--- src/rtl/game_pkg.sv ---
// Shared game types and constants: FSM state encoding, mouse modes and arena bounds
// used by the controller, the drawers and the mouse constrainer.
package game_pkg;

  typedef enum logic [1:0] {
    ST_MENU      = 2'd0,
    ST_COUNTDOWN = 2'd1,
    ST_PLAY      = 2'd2,
    ST_OVER      = 2'd3
  } game_state_e;

  localparam logic MOUSE_FREE  = 1'b0;
  localparam logic MOUSE_ARENA = 1'b1;

  localparam logic [10:0] ARENA_LEFT   = 11'd64;
  localparam logic [10:0] ARENA_RIGHT  = 11'd575;
  localparam logic [10:0] ARENA_TOP    = 11'd48;
  localparam logic [10:0] ARENA_BOTTOM = 11'd431;

  // Pattern index after id, wrapping at num-1
  function automatic logic [2:0] next_obstacle(input logic [2:0] id, input int unsigned num);
    return (32'(id) == num - 32'd1) ? 3'd0 : id + 3'd1;
  endfunction

endpackage

--- src/rtl/game_edge_detect.sv ---
// Rising-edge detector with optional two-flop synchronizer; pulse_o is a registered
// one-cycle pulse per rising edge of sig_i.
module game_edge_detect #(
  parameter bit SYNC_EN = 1'b1
) (
  input  logic clk,
  input  logic rst,
  input  logic sig_i,
  output logic pulse_o
);

  logic level;
  logic prev_q;
  logic pulse_q;

  if (SYNC_EN) begin : g_sync
    logic s1_q, s2_q;
    always_ff @(posedge clk) begin
      if (rst) begin
        s1_q <= 1'b0;
        s2_q <= 1'b0;
      end else begin
        s1_q <= sig_i;
        s2_q <= s1_q;
      end
    end
    assign level = s2_q;
  end else begin : g_nosync
    assign level = sig_i;
  end

  always_ff @(posedge clk) begin
    if (rst) begin
      prev_q  <= 1'b0;
      pulse_q <= 1'b0;
    end else begin
      prev_q  <= level;
      pulse_q <= level & ~prev_q;
    end
  end

  assign pulse_o = pulse_q;

endmodule

--- src/rtl/game_controller.sv ---
// Game flow controller: MENU -> COUNTDOWN -> PLAY -> OVER with obstacle sequencing.
// Define GAME_SCORE_EN to build the frames-survived score register.
module game_controller
  import game_pkg::*;
#(
  parameter int unsigned COUNTDOWN_FRAMES = 180,
  parameter int unsigned OBSTACLE_FRAMES  = 300,
  parameter int unsigned NUM_OBSTACLES    = 4
) (
  input  logic        pclk,
  input  logic        rst,
  input  logic        vsync_in,
  input  logic        game_button,
  input  logic        menu_button,
  input  logic        play_selected,
  input  logic        collision,
  output logic        game_on,
  output logic        menu_on,
  output logic        mouse_mode,
  output logic [2:0]  obstacle_id,
  output logic        obstacle_start,
  output logic [15:0] score
);

  localparam int unsigned MAX_FRAMES = (COUNTDOWN_FRAMES > OBSTACLE_FRAMES) ?
                                       COUNTDOWN_FRAMES : OBSTACLE_FRAMES;
  localparam int unsigned CNT_W = $clog2(MAX_FRAMES + 1);
  localparam logic [CNT_W-1:0] CD_LAST = CNT_W'(COUNTDOWN_FRAMES - 1);
  localparam logic [CNT_W-1:0] OB_LAST = CNT_W'(OBSTACLE_FRAMES - 1);

  logic game_pe, menu_pe, frame_tick;

  game_edge_detect #(.SYNC_EN(1'b1)) u_game_ed (
    .clk(pclk), .rst(rst), .sig_i(game_button), .pulse_o(game_pe));
  game_edge_detect #(.SYNC_EN(1'b1)) u_menu_ed (
    .clk(pclk), .rst(rst), .sig_i(menu_button), .pulse_o(menu_pe));
  game_edge_detect #(.SYNC_EN(1'b0)) u_vsync_ed (
    .clk(pclk), .rst(rst), .sig_i(vsync_in), .pulse_o(frame_tick));

  game_state_e      state_q, state_d;
  logic [CNT_W-1:0] cnt_q, cnt_d;
  logic [2:0]       id_q, id_d;
  logic             start_q, start_d;
  logic             menu_on_q, menu_on_d;
  logic             game_on_q, game_on_d;
  logic             mouse_q, mouse_d;
  logic             enter_play;

  always_ff @(posedge pclk) begin
    if (rst) state_q <= ST_MENU;
    else     state_q <= state_d;
  end

  // menu_pe overrides every other event
  always_comb begin
    state_d = state_q;
    if (menu_pe) begin
      state_d = ST_MENU;
    end else begin
      case (state_q)
        ST_MENU:      if (play_selected || game_pe) state_d = ST_COUNTDOWN;
        ST_COUNTDOWN: if (frame_tick && cnt_q == CD_LAST) state_d = ST_PLAY;
        ST_PLAY:      if (collision) state_d = ST_OVER;
        ST_OVER:      if (game_pe) state_d = ST_COUNTDOWN;
        default:      state_d = ST_MENU;
      endcase
    end
  end

  // Leaving PLAY (collision or menu) suppresses the pattern switch on the same tick
  always_comb begin
    menu_on_d  = (state_d == ST_MENU);
    game_on_d  = (state_d != ST_MENU);
    mouse_d    = (state_d == ST_MENU) ? MOUSE_FREE : MOUSE_ARENA;
    enter_play = (state_q == ST_COUNTDOWN) && (state_d == ST_PLAY);
    cnt_d      = cnt_q;
    id_d       = id_q;
    start_d    = 1'b0;
    if (state_d != state_q) begin
      cnt_d = '0;
    end else if (frame_tick) begin
      if (state_q == ST_COUNTDOWN) begin
        cnt_d = cnt_q + CNT_W'(1);
      end else if (state_q == ST_PLAY) begin
        if (cnt_q == OB_LAST) begin
          cnt_d   = '0;
          id_d    = next_obstacle(id_q, NUM_OBSTACLES);
          start_d = 1'b1;
        end else begin
          cnt_d = cnt_q + CNT_W'(1);
        end
      end
    end
    if (enter_play) begin
      id_d    = 3'd0;
      start_d = 1'b1;
    end
  end

  always_ff @(posedge pclk) begin
    if (rst) begin
      cnt_q     <= '0;
      id_q      <= 3'd0;
      start_q   <= 1'b0;
      menu_on_q <= 1'b1;
      game_on_q <= 1'b0;
      mouse_q   <= MOUSE_FREE;
    end else begin
      cnt_q     <= cnt_d;
      id_q      <= id_d;
      start_q   <= start_d;
      menu_on_q <= menu_on_d;
      game_on_q <= game_on_d;
      mouse_q   <= mouse_d;
    end
  end

  assign menu_on        = menu_on_q;
  assign game_on        = game_on_q;
  assign mouse_mode     = mouse_q;
  assign obstacle_id    = id_q;
  assign obstacle_start = start_q;

`ifdef GAME_SCORE_EN
  logic [15:0] score_q, score_d;

  // Counts ticks spent in PLAY, saturating; cleared on entering PLAY or MENU
  always_comb begin
    score_d = score_q;
    if (enter_play || (state_d == ST_MENU && state_q != ST_MENU)) begin
      score_d = 16'd0;
    end else if (state_q == ST_PLAY && state_d == ST_PLAY && frame_tick &&
                 score_q != 16'hFFFF) begin
      score_d = score_q + 16'd1;
    end
  end

  always_ff @(posedge pclk) begin
    if (rst) score_q <= 16'd0;
    else     score_q <= score_d;
  end

  assign score = score_q;
`else
  assign score = 16'd0;
`endif

endmodule

--- config.mk ---
export PLATFORM = sky130hd
export DESIGN_NAME = game_controller
export DESIGN_NICKNAME = d
export VERILOG_FILES = /design/src/rtl/game_pkg.sv /design/src/rtl/game_edge_detect.sv /design/src/rtl/game_controller.sv
export SDC_FILE = /design/constraint.sdc
export NUM_CORES = 1
export LEC_CHECK = 0
export ABC_AREA = 1
export CAP_MARGIN = 20
export CORE_ASPECT_RATIO = 0.6
export CORE_UTILIZATION = 45
export DETAILED_ROUTE_END_ITERATION = 6
export HOLD_SLACK_MARGIN = 0.03
export PLACE_DENSITY_LB_ADDON = 0.12
export SLEW_MARGIN = 20
export SYNTH_ARGS = -nofsm -noshare
export SYNTH_HDL_FRONTEND = slang
export SYNTH_SLANG_ARGS = --single-unit
--- constraint.sdc ---
create_clock -name pclk -period 5.25 [get_ports pclk]
set_input_delay 0.7875 -clock pclk [delete_from_list [all_inputs] [get_ports pclk]]
set_output_delay 0.7875 -clock pclk [all_outputs]
set_load 0.05 [all_outputs]
==> results <==
- The run finished with clean final reports.
- In this run the horizontal extent of the chip is 73.95 µm.
- The static leakage is 0.6361 nW.
- The family with the most delay on the worst path is buffers and inverters.
- Averaged over all synthesized cells, the footprint is 7.941 µm².
- The slowest stage of the critical path is the sky130_fd_sc_hd__clkdlybuf4s50_1 cell.
- Of the total power, the clock network draws 17.4%.
- Dividing the final minimum period by the clock period gives 42.67%.
- Counting flops and latches in the post-synthesis netlist gives 27.
- Tracing the worst setup path back leads to its startpoint at obstacle_id[0].
- In this run the count of I/O pins placed on the die edge is 30.
- The highest attainable clock frequency is 446.4 MHz.
- The floorplan step defined a die boundary enclosing 3340 µm².
- The kind of capture point of the worst setup path is a primary output.
- The signal arrival time at the worst endpoint is 1450 ps.
- Clock tree synthesis found a total of 27 sinks.
- In the final routed layout, each cell accounts on average for 10.45 µm.
- The later-pin clock latency in the skew report is 280 ps.
- The area of the placeable core is 2909 µm².
- Setup violations remaining at the end of the flow were counted as 0.
- The HPWL after detailed placement is 1.897 mm.
- The part of the total power dissipated in combinational logic is 47.5%.
- Counting flops with an async set or reset pin after synthesis yields a share of 0%.
- The worst clock skew on the final layout is 5.287 ps.
- The worst reg2reg path endpoint is cnt_q[8].
- Yosys printed 0 warnings.
- In the layout the commonest cells are 28 x sky130_fd_sc_hd__nor2_1, 27 x sky130_fd_sc_hd__dfxtp_1, 22 x sky130_fd_sc_hd__inv_1.
- At the worst endpoint, the required time is 4460 ps.
- Compared with the post-synthesis result, the final layout area differs by 10.92%.
- The proportion of layout cells with a drive suffix above 1 is 10.53%.
- The detailed router placed 1,057 vias in this run.
- The cell count of the worst reg-to-reg path is 11.
- STA classifies the critical path startpoint as a register.
- The total net switching power is 0.0003108 W.
- The critical path is of the register to primary output type.
- The number of gates resized after CTS was 0.
- The via count of the first global-routing pass is 879.
- The depth of the critical timing path with buffers and inverters included is 1.
- The detailed-router iteration count before antenna repair is 4.
- The number of levels the H-tree was split into is 1.
- The final weighted congestion of routability-driven global placement is 0.8508.
- Counting along the longest clock path gives a buffer depth of 2.
- Internal power comes to 0.0003750 W.
- The initial detailed-routing violation count is 57.
- Dividing total power by cell area gives a power density of 442.4 nW/µm².
- The clock-pin slew of the registers on the worst-case setup and hold paths is 90 ps.
- The max-slew violation count is 0.
- For this run, the slowest stage of the critical path takes 810 ps.
- Of the total power, the share spent switching nets is 45.32%.
- The peak supply drop is 0.0001679 V.
- In this run the register-to-register setup slack is 3260 ps.
- Setup repair after global routing left no endpoint under its margin.
- The initial cell density of the core is 48.04%.
- The count of flip-flops with a built-in enable after synthesis is 0.
- The total overflow left after global routing is 0.
- In the routed design, unresolved DRC markers number 0.
- The worst path buffer plus inverter count is 1.
- The flip-flop cell with the highest count after synthesis is sky130_fd_sc_hd__dfxtp_1.
- The sequential area share after synthesis is 38.68%.
- The height of the die is 45.17 µm.
- The layout filler cell count is 289.
- The number of buffer cells added on primary ports is 13.
- The synthesized netlist occupies a cell area of 1398 µm².
- The first global-routing pass estimated 3.981 mm of wire.
- Hold timing on the final database bottoms out at a slack of 393.8 ps.
- The count of distinct cell types in the synthesized netlist is 31.
- The minimum clock period after layout is 2240 ps.
- The max-cap violation count is 0.
- The count of nets left with antenna violations once routing finished came out at 0.
- Of all nets on the critical path, the largest fanout is 3.
- The sequential share of power is 35.1%.
- The count of standard-cell rows is 15.
- The tree is rooted in a sky130_fd_sc_hd__clkbuf_8.
- The post-synthesis instance total is 176.
- The number of antenna violations at the first check in global routing was 0.
- Adding up every negative setup slack in the final design gives 0 ps.
- The destination of the critical timing path is obstacle_id[0].
- After detailed routing, the total wire length is 2.424 mm.
- The total of hold buffers inserted after clock tree synthesis is 0.
- After clock tree synthesis, the setup repair step added 0 buffers.
- The min-delay analysis places its worst path in the category register to register.
- The number of hold violations in the final report is 0.
- The overall global routing resource usage is 16.63%.
- The largest net degree at the start of global routing is 15.
- Leaving out fill and tap cells, the most frequent cell in the layout is sky130_fd_sc_hd__nor2_1.
- The reg-to-reg critical path startpoint is state_q[0].
- For this run, the post-layout net count is 204.
- In this run, CTS created clock tree buffers numbering 3.
- Walking the worst path, the cells encountered are clkdlybuf4s50_1.
- The number of antenna diodes in the final layout is 0.
- Dividing the detail-routed via count by the number of cells gives 4.556.
- The clock tree from TritonCTS is yes.
==> stage by stage <==
stage	worst slack (ps)	area (µm²)	utilization (%)	power, W	cells
3_5_place_dp	2952	1505	51.74	0.0005680	228
6_report	3010	1550	53.29	0.0006858	232
4_1_cts	2994	1550	53.29	0.0006873	232
3_3_place_gp	2965	1505	51.74	0.0005656	228
5_1_grt	2952	1550	53.29	0.0007253	232
2_1_floorplan	3503	1454	-	0.0005190	191
==> area by class of cell <==
| class | count | area [µm²] | share of cell area, % |
|---|---|---|---|
| multi-input cells | 123 | 695.7 | 44.87 |
| flip-flops and latches | 27 | 540.5 | 34.87 |
| repair buffers | 13 | 130.1 | 8.394 |
| inverters | 23 | 86.33 | 5.569 |
| well taps | 42 | 52.55 | 3.390 |
| clock buffers | 4 | 45.04 | 2.906 |
==> sequential cells by signal (all words and copies together) (netlist names) <==
register,cells
menu_on,1
cnt_q,9
u_game_ed.g_sync.s1_q,1
u_game_ed.pulse_o,1
u_vsync_ed.pulse_o,1
game_on,1
obstacle_id,3
u_menu_ed.g_sync.s1_q,1
u_game_ed.g_sync.s2_q,1
state_q,2
u_menu_ed.prev_q,1
u_game_ed.prev_q,1
u_menu_ed.g_sync.s2_q,1
obstacle_start,1
u_vsync_ed.prev_q,1
u_menu_ed.pulse_o,1
==> how the worst min path moves through the flow <==
| stage | startpoint | end | slack (ps) | depth (start not counted) |
|---|---|---|---|---|
| finish | u_game_ed.prev_q | u_game_ed.pulse_o | 390 | 1 |
| CTS | u_game_ed.prev_q | u_game_ed.pulse_o | 400 | 1 |
| global placement | u_game_ed.prev_q | u_game_ed.pulse_o | 380 | 1 |
| detailed placement | u_game_ed.prev_q | u_game_ed.pulse_o | 390 | 1 |
| global route | u_menu_ed.prev_q | u_menu_ed.pulse_o | 420 | 1 |
| floorplan | u_game_ed.prev_q | u_game_ed.pulse_o | 370 | 1 |
==> logic make-up after synthesis <==
group           synth area share [%]
simple gates                   30.35
compound gates                 6.536
flops                          38.68
fa+ha+maj                      5.371
xor+xnor                       2.507
other cells                   0.2683
buf+inv                        15.58
mux                           0.7162
==> Yosys cell counts (2+ instances only) <==
library cell,n,share of area (%)
sky130_fd_sc_hd__nor2_1,28,7.5
sky130_fd_sc_hd__nand2_1,21,5.6
sky130_fd_sc_hd__o21ai_0,2,0.72
sky130_fd_sc_hd__inv_1,22,5.9
sky130_fd_sc_hd__nand4_1,5,2.2
sky130_fd_sc_hd__a21oi_1,3,1.1
sky130_fd_sc_hd__ha_1,6,5.4
sky130_fd_sc_hd__nand2_4,3,2.4
sky130_fd_sc_hd__buf_4,17,9.1
sky130_fd_sc_hd__nor2_2,4,1.8
sky130_fd_sc_hd__xor2_1,3,1.9
sky130_fd_sc_hd__nand2_2,4,1.8
sky130_fd_sc_hd__dfxtp_1,27,39
sky130_fd_sc_hd__nor3_1,7,2.5
sky130_fd_sc_hd__nand3_1,8,2.9
==> power groups by stage <==
stage | logic [W] | clock network, W | registers [W]
after floorplan | 0.000248 | 0 | 0.000271
after global placement | 0.000320 | 0 | 0.000245
after detailed placement | 0.000323 | 0 | 0.000245
after CTS | 0.000324 | 0.000122 | 0.000240
after global routing | 0.000352 | 0.000130 | 0.000243
final | 0.000326 | 0.000119 | 0.000241
==> metal layers <==
layer	vias to the layer above	share of wire, %	GRT usage (%)	wire length, µm
met4	0	1.2	6.538	29
met2	45	39	22.73	942
met5	-	0	0	0
met1	456	51	23.97	1237
li1	552	-	-	-
met3	4	8.8	5.357	214
No activity file was read; power rests on OpenSTA's default activity.
